===== config.mk =====
export PLATFORM = sky130hd
export DESIGN_NAME = i2c_bus_arbiter
export DESIGN_NICKNAME = d
export VERILOG_FILES = /design/src/rtl/i2c_arb_pkg.sv /design/src/rtl/i2c_cond_detect.sv /design/src/rtl/i2c_bus_arbiter.sv
export SDC_FILE = /design/constraint.sdc
export NUM_CORES = 1
export LEC_CHECK = 0
export CAP_MARGIN = 20
export CORE_MARGIN = 1
export CORE_UTILIZATION = 65
export CTS_BUF_LIST = sky130_fd_sc_hd__clkbuf_2 sky130_fd_sc_hd__clkbuf_4 sky130_fd_sc_hd__clkbuf_8
export CTS_CLUSTER_SIZE = 10
export DETAILED_ROUTE_END_ITERATION = 6
export PLACE_DENSITY = 0.85
export SKIP_CTS_REPAIR_TIMING = 1
export SYNTH_ARGS = -nofsm -noshare
export SYNTH_HDL_FRONTEND = slang
export SYNTH_SLANG_ARGS = --single-unit

===== constraint.sdc =====
create_clock -name clk -period 4.3 [get_ports clk]
set_input_delay 1.075 -clock clk [delete_from_list [all_inputs] [get_ports clk]]
set_output_delay 1.075 -clock clk [all_outputs]
set_load 0.01 [all_outputs]

===== src/rtl/i2c_arb_pkg.sv =====
// Shared types and constants for the I2C bus arbiter.
//   arb_state_e : bus ownership states (idle, external host, local master, forced release)
//   I2C_REL     : released (high-Z) level of an open-drain enable
package i2c_arb_pkg;

  typedef enum logic [1:0] {S_IDLE, S_EXT, S_LOC, S_REL} arb_state_e;

  localparam logic I2C_REL = 1'b1;

endpackage


===== src/rtl/i2c_cond_detect.sv =====
// Bus condition detector: synchronises SCL/SDA and flags START, STOP and SCL edges.
// Conditions compare the previous tick's sample against the current one, so every
// output pulse is qualified by clk_en and lasts one clk.
//   clk, rst, clk_en       : clock, synchronous active-high reset, sample tick
//   scl_i, sda_i           : raw pad levels
//   scl_o, sda_o           : synchronised levels
//   start_o, stop_o        : START / STOP seen on this tick
//   scl_edge_o             : SCL changed level since the previous tick
module i2c_cond_detect
  import i2c_arb_pkg::*;
#(
  parameter int unsigned SYNC_STAGES = 2
) (
  input  logic clk,
  input  logic rst,
  input  logic clk_en,
  input  logic scl_i,
  input  logic sda_i,
  output logic scl_o,
  output logic sda_o,
  output logic start_o,
  output logic stop_o,
  output logic scl_edge_o
);

  logic [SYNC_STAGES-1:0] scl_sync_q;
  logic [SYNC_STAGES-1:0] sda_sync_q;
  logic                   scl_prev_q;
  logic                   sda_prev_q;

  always_ff @(posedge clk) begin
    if (rst) begin
      scl_sync_q <= {SYNC_STAGES{I2C_REL}};
      sda_sync_q <= {SYNC_STAGES{I2C_REL}};
      scl_prev_q <= I2C_REL;
      sda_prev_q <= I2C_REL;
    end else begin
      scl_sync_q[0] <= scl_i;
      sda_sync_q[0] <= sda_i;
      for (int i = 1; i < SYNC_STAGES; i++) begin
        scl_sync_q[i] <= scl_sync_q[i-1];
        sda_sync_q[i] <= sda_sync_q[i-1];
      end
      if (clk_en) begin
        scl_prev_q <= scl_sync_q[SYNC_STAGES-1];
        sda_prev_q <= sda_sync_q[SYNC_STAGES-1];
      end
    end
  end

  assign scl_o = scl_sync_q[SYNC_STAGES-1];
  assign sda_o = sda_sync_q[SYNC_STAGES-1];

  // SCL must be high on both samples for SDA movement to count as a condition.
  assign start_o    = clk_en & scl_prev_q & scl_o & sda_prev_q & ~sda_o;
  assign stop_o     = clk_en & scl_prev_q & scl_o & ~sda_prev_q & sda_o;
  assign scl_edge_o = clk_en & (scl_prev_q ^ scl_o);

endmodule


===== src/rtl/i2c_bus_arbiter.sv =====
// Shares one open-drain I2C bus between the external-host bridge and a local master.
// The local master is granted the bus only after IDLE_TICKS quiet ticks; after it lets
// go the bus is forced released for IDLE_TICKS ticks before returning to the bridge.
//   clk, rst, clk_en             : clock, synchronous active-high reset, sample tick
//   scl_i, sda_i                 : sensed bus levels
//   bridge_scl_t, bridge_sda_t   : bridge enables (1 = release)
//   loc_req, loc_scl_t, loc_sda_t: local master request and enables
//   loc_gnt                      : local master owns the bus
//   scl_t, sda_t                 : registered pad enables (1 = high-Z)
//   bus_busy                     : bus owned by anyone or in forced release
//   timeout                      : one-clk pulse when an external transaction stalls
module i2c_bus_arbiter
  import i2c_arb_pkg::*;
#(
  parameter int unsigned SYNC_STAGES   = 2,
  parameter int unsigned IDLE_TICKS    = 8,
  parameter int unsigned TIMEOUT_TICKS = 4096
) (
  input  logic clk,
  input  logic rst,
  input  logic clk_en,
  input  logic scl_i,
  input  logic sda_i,
  input  logic bridge_scl_t,
  input  logic bridge_sda_t,
  input  logic loc_req,
  input  logic loc_scl_t,
  input  logic loc_sda_t,
  output logic loc_gnt,
  output logic scl_t,
  output logic sda_t,
  output logic bus_busy,
  output logic timeout
);

  localparam int unsigned IdleW = $clog2(IDLE_TICKS + 1);
  localparam int unsigned WdW   = $clog2(TIMEOUT_TICKS + 1);
  localparam logic [IdleW-1:0] IdleMax = IdleW'(IDLE_TICKS);
  localparam logic [WdW-1:0]   WdMax   = WdW'(TIMEOUT_TICKS);

  logic scl_s, sda_s, start, stop, scl_edge;

  arb_state_e       state_q, state_d;
  logic [IdleW-1:0] idle_cnt_q, idle_cnt_d, idle_cnt_inc;
  logic [IdleW-1:0] rel_cnt_q, rel_cnt_d;
  logic [WdW-1:0]   wd_cnt_q, wd_cnt_d;
  logic             scl_t_q, scl_t_d;
  logic             sda_t_q, sda_t_d;
  logic             timeout_q, timeout_d;

  i2c_cond_detect #(
    .SYNC_STAGES(SYNC_STAGES)
  ) u_cond_detect (
    .clk       (clk),
    .rst       (rst),
    .clk_en    (clk_en),
    .scl_i     (scl_i),
    .sda_i     (sda_i),
    .scl_o     (scl_s),
    .sda_o     (sda_s),
    .start_o   (start),
    .stop_o    (stop),
    .scl_edge_o(scl_edge)
  );

  // Quiet-bus counter, saturating at IDLE_TICKS.
  always_comb begin
    idle_cnt_inc = idle_cnt_q;
    if (clk_en) begin
      if (!scl_s || !sda_s) begin
        idle_cnt_inc = '0;
      end else if (!start && idle_cnt_q != IdleMax) begin
        idle_cnt_inc = idle_cnt_q + 1'b1;
      end
    end
  end

  always_comb begin
    state_d    = state_q;
    idle_cnt_d = idle_cnt_inc;
    rel_cnt_d  = '0;
    wd_cnt_d   = '0;
    timeout_d  = 1'b0;
    unique case (state_q)
      S_IDLE: begin
        // START wins over a grant that would mature on the same tick.
        if (start) begin
          state_d = S_EXT;
        end else if (clk_en && loc_req && idle_cnt_inc == IdleMax) begin
          state_d = S_LOC;
        end
      end
      S_EXT: begin
        wd_cnt_d = wd_cnt_q;
        if (clk_en) begin
          if (scl_edge) begin
            wd_cnt_d = '0;
          end else if (wd_cnt_q != WdMax) begin
            wd_cnt_d = wd_cnt_q + 1'b1;
          end
          if (stop) begin
            state_d  = S_IDLE;
            wd_cnt_d = '0;
          end else if (wd_cnt_d == WdMax) begin
            state_d   = S_IDLE;
            wd_cnt_d  = '0;
            timeout_d = 1'b1;
          end
        end
      end
      S_LOC: begin
        if (clk_en && !loc_req) begin
          state_d = S_REL;
        end
      end
      S_REL: begin
        rel_cnt_d = rel_cnt_q;
        if (clk_en) begin
          rel_cnt_d = rel_cnt_q + 1'b1;
          if (rel_cnt_d == IdleMax) begin
            state_d    = S_IDLE;
            rel_cnt_d  = '0;
            idle_cnt_d = '0;
          end
        end
      end
      default: state_d = S_IDLE;
    endcase
  end

  // Pad mux follows the current owner; registering it adds one clk of latency.
  always_comb begin
    scl_t_d = bridge_scl_t;
    sda_t_d = bridge_sda_t;
    unique case (state_q)
      S_LOC: begin
        scl_t_d = loc_scl_t;
        sda_t_d = loc_sda_t;
      end
      S_REL: begin
        scl_t_d = I2C_REL;
        sda_t_d = I2C_REL;
      end
      default: begin
        scl_t_d = bridge_scl_t;
        sda_t_d = bridge_sda_t;
      end
    endcase
  end

  always_ff @(posedge clk) begin
    if (rst) begin
      state_q    <= S_IDLE;
      idle_cnt_q <= '0;
      rel_cnt_q  <= '0;
      wd_cnt_q   <= '0;
      scl_t_q    <= I2C_REL;
      sda_t_q    <= I2C_REL;
      timeout_q  <= 1'b0;
    end else begin
      state_q    <= state_d;
      idle_cnt_q <= idle_cnt_d;
      rel_cnt_q  <= rel_cnt_d;
      wd_cnt_q   <= wd_cnt_d;
      scl_t_q    <= scl_t_d;
      sda_t_q    <= sda_t_d;
      timeout_q  <= timeout_d;
    end
  end

  assign loc_gnt  = (state_q == S_LOC);
  assign bus_busy = (state_q != S_IDLE);
  assign scl_t    = scl_t_q;
  assign sda_t    = sda_t_q;
  assign timeout  = timeout_q;

endmodule


* Word level (Yosys, flattened, before mapping)
Cells that the tools add are included.
Word-level totals: register bits after elaboration 32, logic and storage cells 81
Cells by class: add/subtract/negate cells 3, equality and inequality tests 14, mux-type cells 25, bitwise gates (word level) 13, reductions and logical operators 15
Operators with widths (number):
- 13-bit 2-to-1 mux | 6
- 4-bit 2-to-1 mux | 7
- 2-bit 2-to-1 mux | 8
- 13-bit by 1-bit adder with 13-bit output (second input constant) | 1
- 13-bit == test (second input constant) | 1
- 13-bit inequality test (second input constant) | 1
- 4-bit by 1-bit adder with 4-bit output (second input constant) | 2
- 4-bit == test (second input constant) | 2
- 2-bit one-hot mux with 4 select lines | 1
- 1-bit bitwise AND | 7
- 2-bit inequality test (second input constant) | 3
- 3-bit inequality test (second input constant) | 2
- 6-bit AND reduction | 1
- 1-bit NOT | 5
- 2-bit == test (second input constant) | 2
- 1-bit logical AND | 4
- 1-bit zero test | 4
- 4-bit inequality test (second input constant) | 1
- 1-bit one-hot mux with 2 select lines | 2
- 2-bit OR reduction | 2
- 4-bit OR reduction | 1
- 2-bit by 1-bit == test with 1-bit output (second input constant) | 1
- 2-bit zero test | 1
- 2-bit by 1-bit inequality test with 1-bit output (second input constant) | 1
- 4 further kinds | 4

* Logic depth before layout (Yosys ltp)
depth in word-level cells 14, depth in mapped cells 10, depth with buffers taken out 9

* Hierarchy
A second synthesis with hierarchy kept.
Second synthesis, totals: cell total of the unflattened synthesis 225, area total of the unflattened synthesis 1875.5 µm²
Modules (own cells, without submodules):
- i2c_bus_arbiter | times used 1, cells an instance 206, area an instance 1649.1 µm², seq. area each 520.5 µm²
- i2c_cond_detect | times used 1, cells an instance 19, area an instance 226.5 µm², seq. area each 120.1 µm²

* Worst setup path after synthesis
OpenSTA, ideal clock, no wires.
kind input-to-reg, start point input port clk_en, end point register wd_cnt_q[2], setup time 0.114 ns, arrival 2.571 ns, path slack 1.615 ns, stages 6, path buffers 0, path through nand2_1 > a211o_1 > a2111o_1 > a211oi_4 > o31ai_1 > a21o_1
Between the ends: longest elaborated chain between the ends 7, elaborated cells between the ends (all ways) 11
Ends and longest elaborated chain:
- start, declared | RTL line i2c_bus_arbiter.sv:21 | input logic clk_en,
- 1-bit bitwise AND | RTL line i2c_cond_detect.sv:57 | assign scl_edge_o = clk_en & (scl_prev_q ^ scl_o);
- 13-bit 2-to-1 mux | RTL line i2c_bus_arbiter.sv:96 | if (scl_edge) begin
- 13-bit 2-to-1 mux | RTL line i2c_bus_arbiter.sv:95 | if (clk_en) begin
- 13-bit 2-to-1 mux | RTL line i2c_bus_arbiter.sv:84 | unique case (state_q)
- 13-bit == test | RTL line i2c_bus_arbiter.sv:104 | end else if (wd_cnt_d == WdMax) begin
- 13-bit 2-to-1 mux | RTL line i2c_bus_arbiter.sv:104
- 13-bit 2-to-1 mux | RTL line i2c_bus_arbiter.sv:101 | if (stop) begin
- end signal, assigned | RTL line i2c_bus_arbiter.sv:164 | wd_cnt_q <= wd_cnt_d;
- end, declared | RTL line i2c_bus_arbiter.sv:46 | logic [WdW-1:0] wd_cnt_q, wd_cnt_d;
Parallel ways exist; a longest one is shown, timed or not. The select of a mux whose other input is x is not followed. A chain may end at the register's enable or synchronous reset.

* Final worst setup path
start point input port clk_en, end point register state_q[0]
Between the ends: longest elaborated chain between the ends 13, elaborated cells between the ends (all ways) 30
Ends and longest elaborated chain:
- 1-bit bitwise AND (2 in a row) | RTL line i2c_cond_detect.sv:55, i2c_cond_detect.sv:56
- 1-bit bitwise AND (2 in a row) | RTL line i2c_cond_detect.sv:55 | assign start_o = clk_en & scl_prev_q & scl_o & sda_prev_q & ~sda_o;
- 1-bit zero test | RTL line i2c_bus_arbiter.sv:72 | end else if (!start && idle_cnt_q != IdleMax) begin
- 1-bit logical AND | RTL line i2c_bus_arbiter.sv:72
- 4-bit 2-to-1 mux | RTL line i2c_bus_arbiter.sv:72
- 4-bit 2-to-1 mux | RTL line i2c_bus_arbiter.sv:70 | if (!scl_s || !sda_s) begin
- 4-bit 2-to-1 mux | RTL line i2c_bus_arbiter.sv:69 | if (clk_en) begin
- 4-bit == test | RTL line i2c_bus_arbiter.sv:89 | end else if (clk_en && loc_req && idle_cnt_inc == IdleMax) begin
- 1-bit logical AND | RTL line i2c_bus_arbiter.sv:89
- 3-bit inequality test (no line)
- 6-bit AND reduction (no line)
- end signal, assigned | RTL line i2c_bus_arbiter.sv:161 | state_q <= state_d;
- end, declared | RTL line i2c_bus_arbiter.sv:43 | arb_state_e state_q, state_d;
Parallel ways exist; a longest one is shown, timed or not. The select of a mux whose other input is x is not followed.

==> results.md <==
- First-pass GRT wire length: 7.33 mm
- Largest net degree at the start of global routing: 39
- Core area: 3030 um2
- Fillers: 253
- Fmax: 0.302 GHz
- CTS clk-pin slew, worst paths: 90 ps
- Post-synthesis sequential area ratio: 31.3%
- Chip width: 58.2 um
- # setup viols final: 0
- Worst Setup EP: state_q[0]
- Peak supply drop: 171 uV
- CTS tree: done
- Hold_ws: 427 ps
- Synth Net Count: 275
- Worst-case reg-to-reg path depth: 8
- Non-Filler Instances: 310
- Synth Cell Area: 2050 um2
- Clock Path Buffers: 2
- Placed insts: 303
- HPWL Detailed: 3.22 mm
- Outcome: completed
- Period Utilization, post-route: 76.9%
- EDFF count, synth: 0
- Synth Instances: 260
- Ys Warns: 0
- Hold Vio Cnt, Final: 0
- I/O Buffers: 14
- Total track usage: 28.4%
- Synth Flop Type: dfxtp_1
- Worst setup startpoint: clk_en
- Critical Path AT: 3500 ps
- Vias: 1845
- Async SR Flop Fraction: 0%
- R2r setup slk: 1230 ps
- Syn-to-layout area delta: 8.24%
- Num CTS Buffers: 5
- Total Nets Final: 281
- Yosys cell types: 58
- Root Buffer: clkbuf_4
- Share of cells above drive strength 1: 9.02%
- Critical Path RT: 4490 ps
- Final Skew: 9.82 ps
- R2R Path Start: wd_cnt_q[1]
- Vias in the first global route: 1649
- Leakage: 0.782 nW
- Clk_lat worst skew: 340 ps
- Mean area per synthesized cell: 7.88 um2
- Die area: 3380 um2
- 1st-iter DRT viols: 121
- Max Slew Vio Count: 0
- Post-DRT Antenna Nets: 0
- Crit-path max cell delay: 510 ps
- Per-cell routed wire length: 14.1 um
- Max-Cap Viols: 0
- Crit-path max FO: 38
- Post-Route WL: 4.37 mm
- Crit end category: flop
- Chip Height: 58.2 um
- H-tree depth: 2
- Initial antenna violation count: 0
- First drt pass iteration count: 4
- # IOs: 15
- Pwr dens: 233 nW/um2
- Placed Instance Area: 2170 um2
- Relative slew margins: 64.1%
- DR vias/cell: 5.95
- Starting Density: 67.7%
- Slew @ Worst Pin: 536 ps
- Crit Path Class: in2reg
- Cell Chain, Critical Path: clkdlybuf4s50_1, buf_4, a21boi_0, mux2_4, a2111o_1, a211oi_4, o22a_1, a2111oi_1
- Clk sinks: 32
- R2R Path End: state_q[0]
- Routability cong.: 0.957
- Design area: 2220 um2
- Cell Rows: 20
- RSZ-0062 raised after global routing: false
- Type of the most critical hold path: reg2reg
- Antenna Cells: 0
- Slowest CP cell: clkdlybuf4s50_1
- Setup TNS: 0 ps
- Most frequent cells in the layout: 32 x dfxtp_1, 30 x nand2_1, 20 x nor2_1
- Final core occ: 73.3%
- Drc violations: 0
- Remaining Overflow, GRT: 0
- CP Launch Type: input pin
- Final min period: 3310 ps
- Seq cells post-synth: 32
- Commonest non-fill, non-tap cell in the layout: dfxtp_1
-- layer usage --
| metal | track usage (%) | wire length (um) | up-vias |
|---|---|---|---|
| met5 | 0 | 0 | - |
| met4 | 11.9 | 91 | 0 |
| met3 | 6.47 | 176 | 10 |
| met2 | 47.3 | 2130 | 42 |
| met1 | 35.3 | 1970 | 853 |
| li1 | - | - | 940 |
-- stage by stage --
stage	total power [mW]	worst slack (ps)
finish	0.517	993
CTS	0.519	1040
global placement	0.357	768
detailed placement	0.358	692
global route	0.540	909
floorplan	0.341	1620
-- final cells by class --
| class | count | area, um2 | area share [%] |
|---|---|---|---|
| Multi-Input combinational cell | 203 | 1290 | 58.2 |
| Sequential cell | 32 | 641 | 28.9 |
| Timing Repair Buffer | 15 | 148 | 6.66 |
| Tap cell | 44 | 55.1 | 2.48 |
| Clock buffer | 6 | 45.0 | 2.03 |
| Inverter | 9 | 33.8 | 1.52 |
| Clock inverter | 1 | 5.00 | 0.226 |
-- critical path: cells and delay by family --
family	cells	cell delay, ps
buffers and inverters	2	860
AOI/OAI and AO/OA	5	1270
muxes	1	290
-- flip-flops by register name, summed over array words and instances, names as in the netlist --
register                  cells
state_q                       2
u_cond_detect.sda_prev_q      1
scl_t                         1
u_cond_detect.scl_prev_q      1
u_cond_detect.scl_sync_q      2
sda_t                         1
u_cond_detect.sda_sync_q      2
timeout                       1
rel_cnt_q                     4
idle_cnt_q                    4
wd_cnt_q                     13
-- power breakdown --
group	internal (mW)	switching [mW]	total [mW]
registers	0.301	0.00467	0.306
logic	0.0221	0.0239	0.0460
clock network	0.0664	0.0984	0.165
-- synth_stat cells, drive strengths merged, types with 3 or more instances --
cell type  instances  area (um2)
a21boi             3        22.5
xnor2              4        35.0
a211o              4        35.0
or2                8        50.1
nand4              5        31.3
xor2               8        77.6
mux2i              4        40.0
nand2b             8        50.1
o21ai             10        50.0
nand3b             3        22.5
and2               3        18.8
clkbuf             9        35.0
nand3             13        70.1
nor3               8        40.0
buf                7        48.8
nand2             30         113
nor4b              3        26.3
dfxtp             32         641
inv                9        33.8
nor4               6        37.5
nor2              20        75.1
a21o               3        22.5
ha                 5        62.6
a21oi             19        95.1
-- worst min path at each step --
stage,depth (start not counted),startpoint,to
3_3_place_gp,1,u_cond_detect.scl_sync_q[0],u_cond_detect.scl_sync_q[1]
2_1_floorplan,1,u_cond_detect.scl_sync_q[0],u_cond_detect.scl_sync_q[1]
3_5_place_dp,1,u_cond_detect.sda_sync_q[0],u_cond_detect.sda_sync_q[1]
4_1_cts,1,u_cond_detect.scl_sync_q[0],u_cond_detect.scl_sync_q[1]
5_1_grt,1,u_cond_detect.scl_sync_q[0],u_cond_detect.scl_sync_q[1]
6_report,1,u_cond_detect.sda_sync_q[0],u_cond_detect.sda_sync_q[1]
-- logic make-up (layout without fill, tap and decap cells) --
family,after synthesis,count (layout),synth area share (%)
simple gates,121,121,31.7
buf+inv,25,31,5.74
xor+xnor,12,12,5.49
fa+ha+maj,5,5,3.05
flops,32,32,31.3
compound gates,60,60,20.1
mux,5,5,2.69
Note: power is estimated with default switching activity, not from simulation.
